[config.mk]
export PLATFORM = sky130hd
export DESIGN_NAME = branch_resolve_unit_flat
export DESIGN_NICKNAME = d
export VERILOG_FILES = /design/src/rtl/branch_pkg.sv /design/src/rtl/branch_resolve_unit_if.sv /design/src/rtl/branch_resolve_unit_pred_track_pipe.sv /design/src/rtl/branch_resolve_unit.sv /design/src/flat_wrapper.sv
export SDC_FILE = /design/constraint.sdc
export NUM_CORES = 1
export LEC_CHECK = 0
export BUFFER_PORTS_ARGS = -buffer_cell sky130_fd_sc_hd__buf_2
export CAP_MARGIN = 20
export CELL_PAD_IN_SITES_DETAIL_PLACEMENT = 1
export CELL_PAD_IN_SITES_GLOBAL_PLACEMENT = 2
export CORE_UTILIZATION = 33
export DETAILED_ROUTE_END_ITERATION = 12
export GPL_ROUTABILITY_DRIVEN = 0
export GPL_TIMING_DRIVEN = 0
export HOLD_SLACK_MARGIN = 0.1
export PLACE_DENSITY = 0.85
export REMOVE_ABC_BUFFERS = 1
export SLEW_MARGIN = 20
export SYNTH_ARGS = -nofsm -noshare
export SYNTH_HDL_FRONTEND = slang
export SYNTH_SLANG_ARGS = --single-unit
[constraint.sdc]
create_clock -name clk -period 5.2 [get_ports clk]
set_input_delay 0.52 -clock clk [delete_from_list [all_inputs] [get_ports clk]]
set_output_delay 0.52 -clock clk [all_outputs]
set_load 0.005 [all_outputs]
[src/rtl/branch_pkg.sv]
// Shared branch-resolution types: opcodes, BTB geometry, the per-instruction
// prediction record and the recovery FSM state.
package branch_pkg;

    localparam logic [5:0] OP_BEQ    = 6'b000100;
    localparam logic [5:0] OP_BNE    = 6'b000101;
    localparam int         BTB_IDX_W = 4;
    localparam int         BR_PC_W   = 32;

    typedef struct packed {
        logic               v;
        logic               hit;
        logic [BR_PC_W-1:0] target;
        logic [BR_PC_W-1:0] pc;
    } pred_t;

    typedef enum logic {
        IDLE    = 1'b0,
        RECOVER = 1'b1
    } rec_state_t;

    function automatic logic is_branch_op(input logic [5:0] op);
        return (op == OP_BEQ) || (op == OP_BNE);
    endfunction

endpackage

[src/rtl/branch_resolve_unit_if.sv]
// Pipeline-side bundle of the branch resolve unit: fetch prediction, execute
// outcome, and the redirect / flush / BTB-write results.
interface branch_resolve_unit_if
    import branch_pkg::*;
#(
    parameter int PC_W  = BR_PC_W,
    parameter int IDX_W = BTB_IDX_W
);
    logic             stall;
    logic             f_valid;
    logic [PC_W-1:0]  f_pc;
    logic             f_hit;
    logic [PC_W-1:0]  f_pred_target;
    logic             e_valid;
    logic             e_is_branch;
    logic             e_taken;
    logic [PC_W-1:0]  e_target;
    logic             redirect_valid;
    logic [PC_W-1:0]  redirect_pc;
    logic             flush_fd;
    logic             btb_upd_valid;
    logic [IDX_W-1:0] btb_upd_idx;
    logic             btb_upd_set;
    logic [PC_W-1:0]  btb_upd_target;
    rec_state_t       rec_state;

    // There is no ready path: the unit always accepts. redirect_valid and
    // btb_upd_valid are single-cycle strobes; their payloads are meaningful
    // only in that cycle and read as zero otherwise.
    modport master (
        output stall, f_valid, f_pc, f_hit, f_pred_target,
        output e_valid, e_is_branch, e_taken, e_target,
        input  redirect_valid, redirect_pc, flush_fd,
        input  btb_upd_valid, btb_upd_idx, btb_upd_set, btb_upd_target,
        input  rec_state
    );

    modport slave (
        input  stall, f_valid, f_pc, f_hit, f_pred_target,
        input  e_valid, e_is_branch, e_taken, e_target,
        output redirect_valid, redirect_pc, flush_fd,
        output btb_upd_valid, btb_upd_idx, btb_upd_set, btb_upd_target,
        output rec_state
    );
endinterface

[src/rtl/branch_resolve_unit_pred_track_pipe.sv]
// Two-stage (D, E) stall/flush-aware shift register for per-instruction
// metadata; the carried type only needs a 'v' valid field.
module pred_track_pipe
    import branch_pkg::*;
#(
    parameter type T = pred_t
)(
    input  logic clk,
    input  logic reset,
    input  logic stall,
    input  logic flush,
    input  T     f_in,
    output T     e_q
);
    T d_q;

    // Flush wins over stall so no wrong-path record survives a recovery.
    always_ff @(posedge clk) begin
        if (reset) begin
            d_q <= '0;
            e_q <= '0;
        end else if (flush) begin
            d_q.v <= 1'b0;
            e_q.v <= 1'b0;
        end else if (!stall) begin
            d_q <= f_in;
            e_q <= d_q;
        end
    end
endmodule

[src/rtl/branch_resolve_unit.sv]
// Execute-side BTB prediction checker: redirects fetch, flushes F/D and trains
// the BTB on a mispredict. Optional counters under BRANCH_PERF_CNT_EN.
module branch_resolve_unit
    import branch_pkg::*;
#(
    parameter int PC_W      = BR_PC_W,
    parameter int IDX_W     = BTB_IDX_W,
    parameter int FLUSH_CYC = 2
`ifdef BRANCH_PERF_CNT_EN
    , parameter int CNT_W   = 16
`endif
)(
    input  logic                  clk,
    input  logic                  reset,
    branch_resolve_unit_if.slave  bus
`ifdef BRANCH_PERF_CNT_EN
    , output logic [CNT_W-1:0]    branch_cnt
    , output logic [CNT_W-1:0]    mispred_cnt
`endif
);
    localparam int CW = $clog2(FLUSH_CYC + 1);

    rec_state_t      state, state_next;
    logic [CW-1:0]   cnt, cnt_next;
    pred_t           f_pred, e_q;
    logic            flush, cmp_en, taken, mispred, upd_set;
    logic [PC_W-1:0] pc4, new_pc, new_tgt;

    assign f_pred = '{v: bus.f_valid, hit: bus.f_hit,
                      target: bus.f_pred_target, pc: bus.f_pc};

    pred_track_pipe #(.T(pred_t)) u_track (
        .clk   (clk),
        .reset (reset),
        .stall (bus.stall),
        .flush (flush),
        .f_in  (f_pred),
        .e_q   (e_q)
    );

    always_ff @(posedge clk) begin
        if (reset) begin
            state <= IDLE;
            cnt   <= '0;
        end else begin
            state <= state_next;
            cnt   <= cnt_next;
        end
    end

    always_comb begin
        state_next = state;
        cnt_next   = cnt;
        case (state)
            IDLE: if (mispred) begin
                state_next = RECOVER;
                cnt_next   = CW'(FLUSH_CYC);
            end
            RECOVER: if (!bus.stall) begin
                cnt_next = cnt - CW'(1);
                if (cnt == CW'(1)) state_next = IDLE;
            end
            default: state_next = IDLE;
        endcase
    end

    // Results of the E-stage compare; registered below for one-cycle latency.
    always_comb begin
        flush   = (state == RECOVER);
        cmp_en  = (state == IDLE) && bus.e_valid && e_q.v;
        taken   = bus.e_is_branch && bus.e_taken;
        pc4     = e_q.pc + PC_W'(4);
        new_pc  = pc4;
        new_tgt = '0;
        upd_set = 1'b0;
        mispred = 1'b0;
        if (taken) begin
            new_pc  = bus.e_target;
            new_tgt = bus.e_target;
            upd_set = 1'b1;
            mispred = cmp_en && (!e_q.hit || (e_q.target != bus.e_target));
        end else begin
            mispred = cmp_en && e_q.hit;
        end
    end

    always_ff @(posedge clk) begin
        if (reset) begin
            bus.redirect_valid <= 1'b0;
            bus.redirect_pc    <= '0;
            bus.btb_upd_valid  <= 1'b0;
            bus.btb_upd_idx    <= '0;
            bus.btb_upd_set    <= 1'b0;
            bus.btb_upd_target <= '0;
        end else begin
            bus.redirect_valid <= mispred;
            bus.redirect_pc    <= mispred ? new_pc : '0;
            bus.btb_upd_valid  <= mispred;
            bus.btb_upd_idx    <= mispred ? e_q.pc[IDX_W+1:2] : '0;
            bus.btb_upd_set    <= mispred && upd_set;
            bus.btb_upd_target <= mispred ? new_tgt : '0;
        end
    end

    assign bus.flush_fd  = flush;
    assign bus.rec_state = state;

`ifdef BRANCH_PERF_CNT_EN
    // Saturating: once all-ones a counter stays there until reset.
    always_ff @(posedge clk) begin
        if (reset) begin
            branch_cnt  <= '0;
            mispred_cnt <= '0;
        end else begin
            if (cmp_en && bus.e_is_branch && (branch_cnt != '1))
                branch_cnt <= branch_cnt + CNT_W'(1);
            if (mispred && (mispred_cnt != '1))
                mispred_cnt <= mispred_cnt + CNT_W'(1);
        end
    end
`endif
endmodule

[src/flat_wrapper.sv]
// flat-port wrapper written by rule: the top's interface ports become plain ports
module branch_resolve_unit_flat import branch_pkg::*;
#(
    parameter int PC_W      = BR_PC_W,
    parameter int IDX_W     = BTB_IDX_W,
    parameter int FLUSH_CYC = 2

)
  (clk, reset, bus_stall, bus_f_valid, bus_f_pc, bus_f_hit, bus_f_pred_target, bus_e_valid, bus_e_is_branch, bus_e_taken, bus_e_target, bus_redirect_valid, bus_redirect_pc, bus_flush_fd, bus_btb_upd_valid, bus_btb_upd_idx, bus_btb_upd_set, bus_btb_upd_target, bus_rec_state);
  branch_resolve_unit_if #(.PC_W(PC_W), .IDX_W(IDX_W)) bus_i ();
  input  logic clk;
  input  logic reset;
  input wire logic [$bits(bus_i.stall)-1:0] bus_stall;
  input wire logic [$bits(bus_i.f_valid)-1:0] bus_f_valid;
  input wire logic [$bits(bus_i.f_pc)-1:0] bus_f_pc;
  input wire logic [$bits(bus_i.f_hit)-1:0] bus_f_hit;
  input wire logic [$bits(bus_i.f_pred_target)-1:0] bus_f_pred_target;
  input wire logic [$bits(bus_i.e_valid)-1:0] bus_e_valid;
  input wire logic [$bits(bus_i.e_is_branch)-1:0] bus_e_is_branch;
  input wire logic [$bits(bus_i.e_taken)-1:0] bus_e_taken;
  input wire logic [$bits(bus_i.e_target)-1:0] bus_e_target;
  output wire logic [$bits(bus_i.redirect_valid)-1:0] bus_redirect_valid;
  output wire logic [$bits(bus_i.redirect_pc)-1:0] bus_redirect_pc;
  output wire logic [$bits(bus_i.flush_fd)-1:0] bus_flush_fd;
  output wire logic [$bits(bus_i.btb_upd_valid)-1:0] bus_btb_upd_valid;
  output wire logic [$bits(bus_i.btb_upd_idx)-1:0] bus_btb_upd_idx;
  output wire logic [$bits(bus_i.btb_upd_set)-1:0] bus_btb_upd_set;
  output wire logic [$bits(bus_i.btb_upd_target)-1:0] bus_btb_upd_target;
  output wire logic [$bits(bus_i.rec_state)-1:0] bus_rec_state;
  assign bus_i.stall = bus_stall;
  assign bus_i.f_valid = bus_f_valid;
  assign bus_i.f_pc = bus_f_pc;
  assign bus_i.f_hit = bus_f_hit;
  assign bus_i.f_pred_target = bus_f_pred_target;
  assign bus_i.e_valid = bus_e_valid;
  assign bus_i.e_is_branch = bus_e_is_branch;
  assign bus_i.e_taken = bus_e_taken;
  assign bus_i.e_target = bus_e_target;
  assign bus_redirect_valid = bus_i.redirect_valid;
  assign bus_redirect_pc = bus_i.redirect_pc;
  assign bus_flush_fd = bus_i.flush_fd;
  assign bus_btb_upd_valid = bus_i.btb_upd_valid;
  assign bus_btb_upd_idx = bus_i.btb_upd_idx;
  assign bus_btb_upd_set = bus_i.btb_upd_set;
  assign bus_btb_upd_target = bus_i.btb_upd_target;
  assign bus_rec_state = bus_i.rec_state;
  branch_resolve_unit #(.PC_W(PC_W), .IDX_W(IDX_W), .FLUSH_CYC(FLUSH_CYC)) u_core (.clk(clk), .reset(reset), .bus(bus_i));
endmodule
==> impl_summary.txt, run 1 <==
----------------------------------------------------
[Drt]
  DRC errors left ... 0
  Antenna viol nets, final ... 0
  Final Routed Wirelength ... 21.9 mm
  Final routed wire length divided by cell count ... 15.3 µm
  Drt initial violations ... 225
  Via Count ... 6674
  Router iterations before antenna repair ... 4
  Detail-routed via count per cell ... 4.67

[Timing]
  Worst slew margin relative to its limit ... 0.425
  Setup repair after global routing missed its margin ... false
  Transition time of the tightest slew-check pin ... 0.854 ns
  Setup-violating endpoint count in the final report ... 0
  Time the final worst path needs with I/O delays and setup ... 2.80 ns
  Part of the cycle the worst path needs ... 0.538
  Hold Slack ... 0.244 ns
  Max-slew violation count ... 0
  Achievable frequency ... 357 MHz
  Fin Clk Skew ... 0.00995 ns
  Final hold violation count ... 0

[Synthesis]
  Cell variety after synth ... 33
  Number of warnings reported in the yosys synthesis log ... 0
  Syn Inst Count ... 953
  Asr flop ratio synth ... 0
  Number of enable flip-flop cells after synthesis ... 0
  Portion of synthesized cell area occupied by the leading cell type ... 0.530
  Largest area contributor in the synthesized netlist ... dfxtp_1
  Total standard cell area after synthesis ... 0.00774 mm²
  Share of the yosys chip area belonging to registers ... 0.530
  Mapped Avg Cell Area ... 8.12 µm²
  Leading post-synthesis cells by cell area ... dfxtp_1, nand2_1, a21oi_1
  Flops & latches, synth ... 205
  Main flop type after synthesis ... dfxtp_1

[Worst setup path]
  FF-to-FF path depth ... 7
  Critical path class ... register to register
  Crit path required time ... 5.56 ns
  Crit end category ... register
  Arrival time of data at the critical path endpoint ... 3.15 ns
  Max FO, Critical Path ... 36
  Startpoint kind of the worst setup timing path ... register

[Pwr]
  Cell leakage power ... 4.02 nW
  Total Power Consumption ... 0.00359 W
  Power density over the cells ... 366 mW/mm²
  Maximum resistive drop on vdd ... 216 µV

[Global route]
  Wire length of the first global-routing pass ... 34.7 mm
  Global-route usage over all layers ... 0.182
  Via count of the first global-routing pass ... 6597
  Largest net degree at the start of global routing ... 72
  Number of antenna violations at the first check in global routing ... 1
  Overall overflow remaining after global route ... 0

[Floorplanning]
  Core area ... 0.0228 mm²
  Initial Utilization ... 0.339
  Area of the die ... 0.0241 mm²
  Standard-cell row count ... 55
  Horizontal die dimension ... 155 µm
  DIE HEIGHT ... 155 µm
  Boundary Pins ... 177

[CTS]
  Number of buffers between clock root and the deepest sink ... 3
  CTS clk-pin slew, worst paths ... 0.06 ns
  CTS tree ... done
  CTS H-tree depth ... 1
  Hold buffers post-CTS ... 0
  Buffers inserted during post-CTS setup optimization ... 0
  Clk Latency, worst-skew pair ... 0.51 ns
  Num CTS Buffers ... 24
  Number of sinks on the clock net ... 205
  CTS root buf ... clkbuf_16
  Number of cells upsized or downsized after cts ... 0

[Final layout]
  Fin nets ... 1206
  Share of post-route cells with drive strength above 1 ... 0.220
  Area growth from synthesis to layout ... 26.6%
  Final cell area excluding filler cells ... 0.00980 mm²
  Core utilization of the finished layout ... 0.429

[Min path]
  Cells on Worst Hold Path ... 3
  Worst hold path class ... primary input to register

[Job]
  Number of max-cap violations ... 0

[Place]
  Number of port buffers ... 176
  Post-Place Cell Area ... 0.00899 mm²
  Half-perimeter wire length after detailed placement ... 15.2 mm

[Status]
  Result of the run ... completed

----------------------------------------------------
==> where the power goes <==
part           total, W  internal, W  switching (W)
Sequential      0.00165      0.00162      0.0000286
Combinational  0.000240    0.0000947       0.000145
Clock           0.00170      0.00105       0.000651
==> cells by family after synthesis <==
kind of cell	after synthesis	synth area share
compound gates	169	0.125
xor+xnor	60	0.0679
fa+ha+maj	2	0.00323
buf+inv	85	0.0453
flops	205	0.530
mux	2	0.00259
simple gates	430	0.226
==> final timing paths <==
path                                             from                              endpoint  slack, ns
setup / recovery  u_core.u_track.e_q[37]$_SDFFE_PP0P_  u_core.bus.redirect_pc[2]$_SDFF_PP0_       2.40
hold / removal                  bus_f_pred_target[22]   u_core.u_track.d_q[54]$_SDFFE_PP0P_       0.24
setup reg to reg  u_core.u_track.e_q[37]$_SDFFE_PP0P_  u_core.bus.redirect_pc[2]$_SDFF_PP0_       2.40
hold reg to reg   u_core.u_track.d_q[26]$_SDFFE_PP0P_   u_core.u_track.e_q[26]$_SDFFE_PP0P_       0.44
==> layout make-up <==
cell class / count / area (µm²)
fillers: 2815 / 13000
flip-flops and latches: 205 / 4100
multi-input cells: 663 / 3310
repair buffers: 185 / 1110
clock buffers: 33 / 716
well taps: 313 / 392
clock inverters: 7 / 85.1
inverters: 21 / 78.8
diodes: 2 / 5.00
==> metal layers <==
layer / GRT usage / part of all wire / wire length, µm
met5: 0 / 0 / 0
met2: 0.297 / 0.45 / 9920
met1: 0.244 / 0.47 / 10300
met4: 0.0443 / 0.015 / 337
met3: 0.0382 / 0.059 / 1300
==> worst max-delay path, cell delays in order (launching register included) <==
cell	delay, ns
dfxtp_1	0.31
xor2_1	0.16
nor4_1	0.75
nand4_1	0.28
and3b_1	0.30
or4_4	0.45
buf_12	0.29
a211oi_1	0.09
==> cells in the mapped netlist (10+ instances only) <==
library cell,number
nor2_1,61
nor3_1,12
nand3_1,12
clkbuf_1,53
inv_1,21
a21oi_1,149
a211oi_2,14
nand2_1,312
dfxtp_1,205
xor2_1,28
nand4_1,10
xnor2_1,32
==> layout by cell type (no fill, tap or decap), types with 3 or more instances in the layout <==
cell	netlist	routed
nand2_1	312	311
dfxtp_1	205	205
buf_2	7	175
a21oi_1	149	149
nor2_1	61	60
xnor2_1	32	32
xor2_1	28	28
clkbuf_16	0	25
inv_1	21	21
a211oi_2	14	14
nand3_1	12	12
nor3_1	12	12
nand4_1	10	10
nor4_1	6	6
and3_1	6	6
clkbuf_8	0	6
buf_16	0	6
clkinv_2	0	5
buf_12	0	3
==> through the flow <==
step	setup WS (ns)	cells	setup TNS [ns]
final	2.40	1429	0
after CTS	2.28	1427	0
after global placement	-3.09	1378	-357.60
after detailed placement	1.97	1387	0
after floorplan	0.407	889	0
after global routing	2.25	1427	0
==> registers in the layout, summed over array words and instances (netlist names) <==
signal                     count
u_core.u_track.e_q            66
u_core.bus.redirect_pc        32
u_core.u_track.d_q            66
u_core.bus.btb_upd_target     32
u_core.bus.btb_upd_set         1
u_core.bus.btb_upd_idx         4
u_core.bus.flush_fd            1
u_core.cnt                     2
u_core.bus.redirect_valid      1
(Power assumes the default switching activity.)
==> run 2, diff against run 1 <==
--- a/config.mk
+++ b/config.mk
@@ -9,12 +9,12 @@
 export CAP_MARGIN = 20
 export CELL_PAD_IN_SITES_DETAIL_PLACEMENT = 1
 export CELL_PAD_IN_SITES_GLOBAL_PLACEMENT = 2
-export CORE_UTILIZATION = 33
+export CORE_UTILIZATION = 31
 export DETAILED_ROUTE_END_ITERATION = 12
 export GPL_ROUTABILITY_DRIVEN = 0
 export GPL_TIMING_DRIVEN = 0
 export HOLD_SLACK_MARGIN = 0.1
-export PLACE_DENSITY = 0.85
+export PLACE_DENSITY = 0.8
 export REMOVE_ABC_BUFFERS = 1
 export SLEW_MARGIN = 20
 export SYNTH_ARGS = -nofsm -noshare
==> constraint.sdc (replaced) <==
create_clock -name clk -period 2.7 [get_ports clk]
set_input_delay 0.27 -clock clk [delete_from_list [all_inputs] [get_ports clk]]
set_output_delay 0.27 -clock clk [all_outputs]
set_load 0.005 [all_outputs]
==> run 2 against run 1 <==
Sequential share of layout area down 3.6 points. Count of clock-buffer cells in the layout is 1 lower. First-iteration DRC count increased by 17%. Sequential power is 92% higher. Largest power group is now registers. Clock skew down 0.0028 ns. Critical path type is now primary input to register. Largest cell class unchanged. Worst setup slack got worse by 2.3 ns. Worst hold slack worse by 0.056 ns. Cell area rose by 9.4%.
==> impl_summary.txt, run 2 (synthesis results as in run 1) <==
----------------------------------------------------
[Timing]
  Fin Clk Skew ... 0.00717 ns (-0.00278 ns)
  Transition time of the tightest slew-check pin ... 0.685 ns (-0.170 ns)
  Setup repair after global routing missed its margin ... false
  Setup-violating endpoint count in the final report ... 0 (unchanged)
  Max-slew violation count ... 0 (unchanged)
  Part of the cycle the worst path needs ... 0.948
  Final hold violation count ... 0 (unchanged)
  Achievable frequency ... 391 MHz
  Worst slew margin relative to its limit ... 0.544 (+0.118)
  Worst setup margin ... 0.141 ns (-2.26 ns)
  Time the final worst path needs with I/O delays and setup ... 2.56 ns

[Drt]
  Detail-routed via count per cell ... 4.58 (-2.0%)
  Drt initial violations ... 263 (+17%)
  Router iterations before antenna repair ... 4 (unchanged)
  Final routed wire length divided by cell count ... 15.2 µm (-0.63%)
  Antenna viol nets, final ... 0 (unchanged)
  Via Count ... 7034 (+5.4%)
  Final Routed Wirelength ... 23.4 mm (+6.9%)
  DRC errors left ... 0 (unchanged)

[CTS]
  Num CTS Buffers ... 23 (-4.2%)
  Clk Latency, worst-skew pair ... 0.51 ns (about the same)
  CTS H-tree depth ... 1 (unchanged)
  Number of buffers between clock root and the deepest sink ... 3 (unchanged)
  CTS root buf ... clkbuf_16
  CTS tree ... done
  CTS clk-pin slew, worst paths ... 0.06 ns (about the same)
  Number of sinks on the clock net ... 205 (unchanged)

[Global route]
  Via count of the first global-routing pass ... 7235 (+9.7%)
  Largest net degree at the start of global routing ... 71 (-1.4%)
  Number of antenna violations at the first check in global routing ... 0 (-1)
  Global-route usage over all layers ... 0.182 (+0.000567)
  Wire length of the first global-routing pass ... 37.6 mm (+8.3%)
  Overall overflow remaining after global route ... 0 (unchanged)

[Min path]
  Cells on Worst Hold Path ... 3 (unchanged)
  Worst hold path class ... primary input to register

[Final layout]
  Fin nets ... 1302 (+8.0%)
  Final cell area excluding filler cells ... 0.0107 mm² (+9.4%)
  Area growth from synthesis to layout ... 38.6%
  Leading cell types in the layout, fill and taps excluded ... nand2_1, dfxtp_1, buf_2, a21oi_1, dlygate4sd3_1
  Total inserted antenna cells ... 0 (-2)
  Most common cell after layout, fill and taps aside ... nand2_1
  Share of post-route cells with drive strength above 1 ... 0.204 (-0.0155)
  Registers with the most flip-flops ... u_core.u_track.d_q (66), u_core.u_track.e_q (66)

[Worst setup path]
  Crit path required time ... 3.06 ns (-2.50 ns)
  Startpoint kind of the worst setup timing path ... primary input
  Crit end category ... register
  FF-to-FF path depth ... 7 (unchanged)
  Critical path class ... primary input to register
  Arrival time of data at the critical path endpoint ... 2.92 ns (-0.23 ns)
  Max FO, Critical Path ... 45 (+25%)

[Pwr]
  Maximum resistive drop on vdd ... 589 µV (+170%)
  Fraction of power spent switching nets ... 0.239 (+0.00908)
  Part of the total power dissipated in sequential elements ... 0.465 (+0.006)
  Cell leakage power ... 4.39 nW (+9.2%)
  Sw power ... 0.00163 W (+97%)
  Power density over the cells ... 636 mW/mm² (+74%)
  Comb pwr share ... 0.084 (+0.017)
  Clock network fraction of total power ... 0.451 (-0.023)
  P_int ... 0.00519 W (+88%)

[Floorplanning]
  Horizontal die dimension ... 160 µm (+3.1%)
  Core area ... 0.0244 mm² (+6.8%)
  Boundary Pins ... 177 (unchanged)
  Standard-cell row count ... 57 (+3.6%)
  Initial Utilization ... 0.317 (-0.0214)
  DIE HEIGHT ... 160 µm (+3.1%)
  Area of the die ... 0.0256 mm² (+6.4%)

[Place]
  Half-perimeter wire length after detailed placement ... 15.3 mm (+0.91%)
  Post-Place Cell Area ... 0.00899 mm² (about the same)
  Number of port buffers ... 176 (unchanged)
  Pre-CTS worst setup slack ... -0.222 ns (-2.19 ns)

[Status]
  Result of the run ... completed

[Job]
  Number of max-cap violations ... 0 (unchanged)

----------------------------------------------------
run 2: cell types whose count changed in the layout (fill, tap and decap cells not counted), moves of 2 or more:
cell | before | now
buf_16 | 6 | 4
clkbuf_16 | 25 | 23
buf_12 | 3 | 5
clkbuf_1 | 2 | 4
clkinv_2 | 5 | 7
diode_2 | 2 | 0
nor4_1 | 6 | 3
dlygate4sd3_1 | 0 | 97
nor4_2 | 0 | 3
run 2: final cells by class:
| class | instances | area [µm²] |
|---|---|---|
| clock inverters | 10 | 81.3 |
| well taps | 324 | 405 |
| fillers | 2948 | 13700 |
| inverters | 21 | 78.8 |
| repair buffers | 282 | 2070 |
| clock buffers | 32 | 659 |
| multi-input cells | 663 | 3320 |
| flip-flops and latches | 205 | 4100 |
run 2: power by group through the flow:
stage,logic (W),clock network [W],registers (W)
detailed placement,0.000465,0,0.00324
global route,0.000640,0.00329,0.00318
CTS,0.000578,0.00318,0.00317
finish,0.000573,0.00307,0.00317
global placement,0.000440,0,0.00323
floorplan,0.000224,0,0.00322
run 2: path summary, 6_finish.rpt:
path | startpoint | slack [ns] | endpoint
setup / recovery | bus_e_target[5] | 0.14 | u_core.bus.redirect_pc[20]$_SDFF_PP0_
hold / removal | bus_stall | 0.19 | u_core.u_track.e_q[65]$_SDFFE_PP0N_
setup reg to reg | u_core.u_track.e_q[37]$_SDFFE_PP0P_ | 0.23 | u_core.bus.redirect_pc[20]$_SDFF_PP0_
hold reg to reg | u_core.u_track.d_q[36]$_SDFFE_PP0P_ | 0.45 | u_core.u_track.e_q[36]$_SDFFE_PP0P_
run 2: per-layer routing:
metal / up-vias / share of wire / track usage
li1: 3568 / - / -
met1: 3272 / 0.46 / 0.235
met2: 156 / 0.47 / 0.309
met3: 38 / 0.047 / 0.0361
met4: 0 / 0.027 / 0.0502
met5: - / 0 / 0
run 2: worst max-delay path: stages:
cell	delay (ns)
dlygate4sd3_1	0.54
buf_2	0.13
xor2_1	0.15
nor4_2	0.51
nand4_1	0.23
and3b_1	0.31
or4_4	0.38
buf_16	0.28
a211oi_2	0.07
run 2: metrics by stage:
| step | instances | TNS [ns] | total power (W) | hold WS [ns] | utilization |
|---|---|---|---|---|---|
| 2_1_floorplan | 889 | -285.36 | 0.00345 | 0.339 | - |
| 3_3_place_gp | 1389 | -801.45 | 0.00367 | 0.438 | 0.359 |
| 3_5_place_dp | 1398 | -8.32 | 0.00370 | 0.446 | 0.369 |
| 4_1_cts | 1537 | 0 | 0.00693 | 0.149 | 0.439 |
| 5_1_grt | 1537 | 0 | 0.00711 | 0.176 | 0.440 |
| 6_report | 1537 | 0 | 0.00681 | 0.188 | 0.440 |
run 2: timing repair:
item,CTS,global route
gates resized for setup,2,1
hold buffers,97,0
cloned,0,0
buffers inserted,0,0
endpoints found under the hold margin,120,0
pin swaps,0,0
setup endpoints to repair,45,45
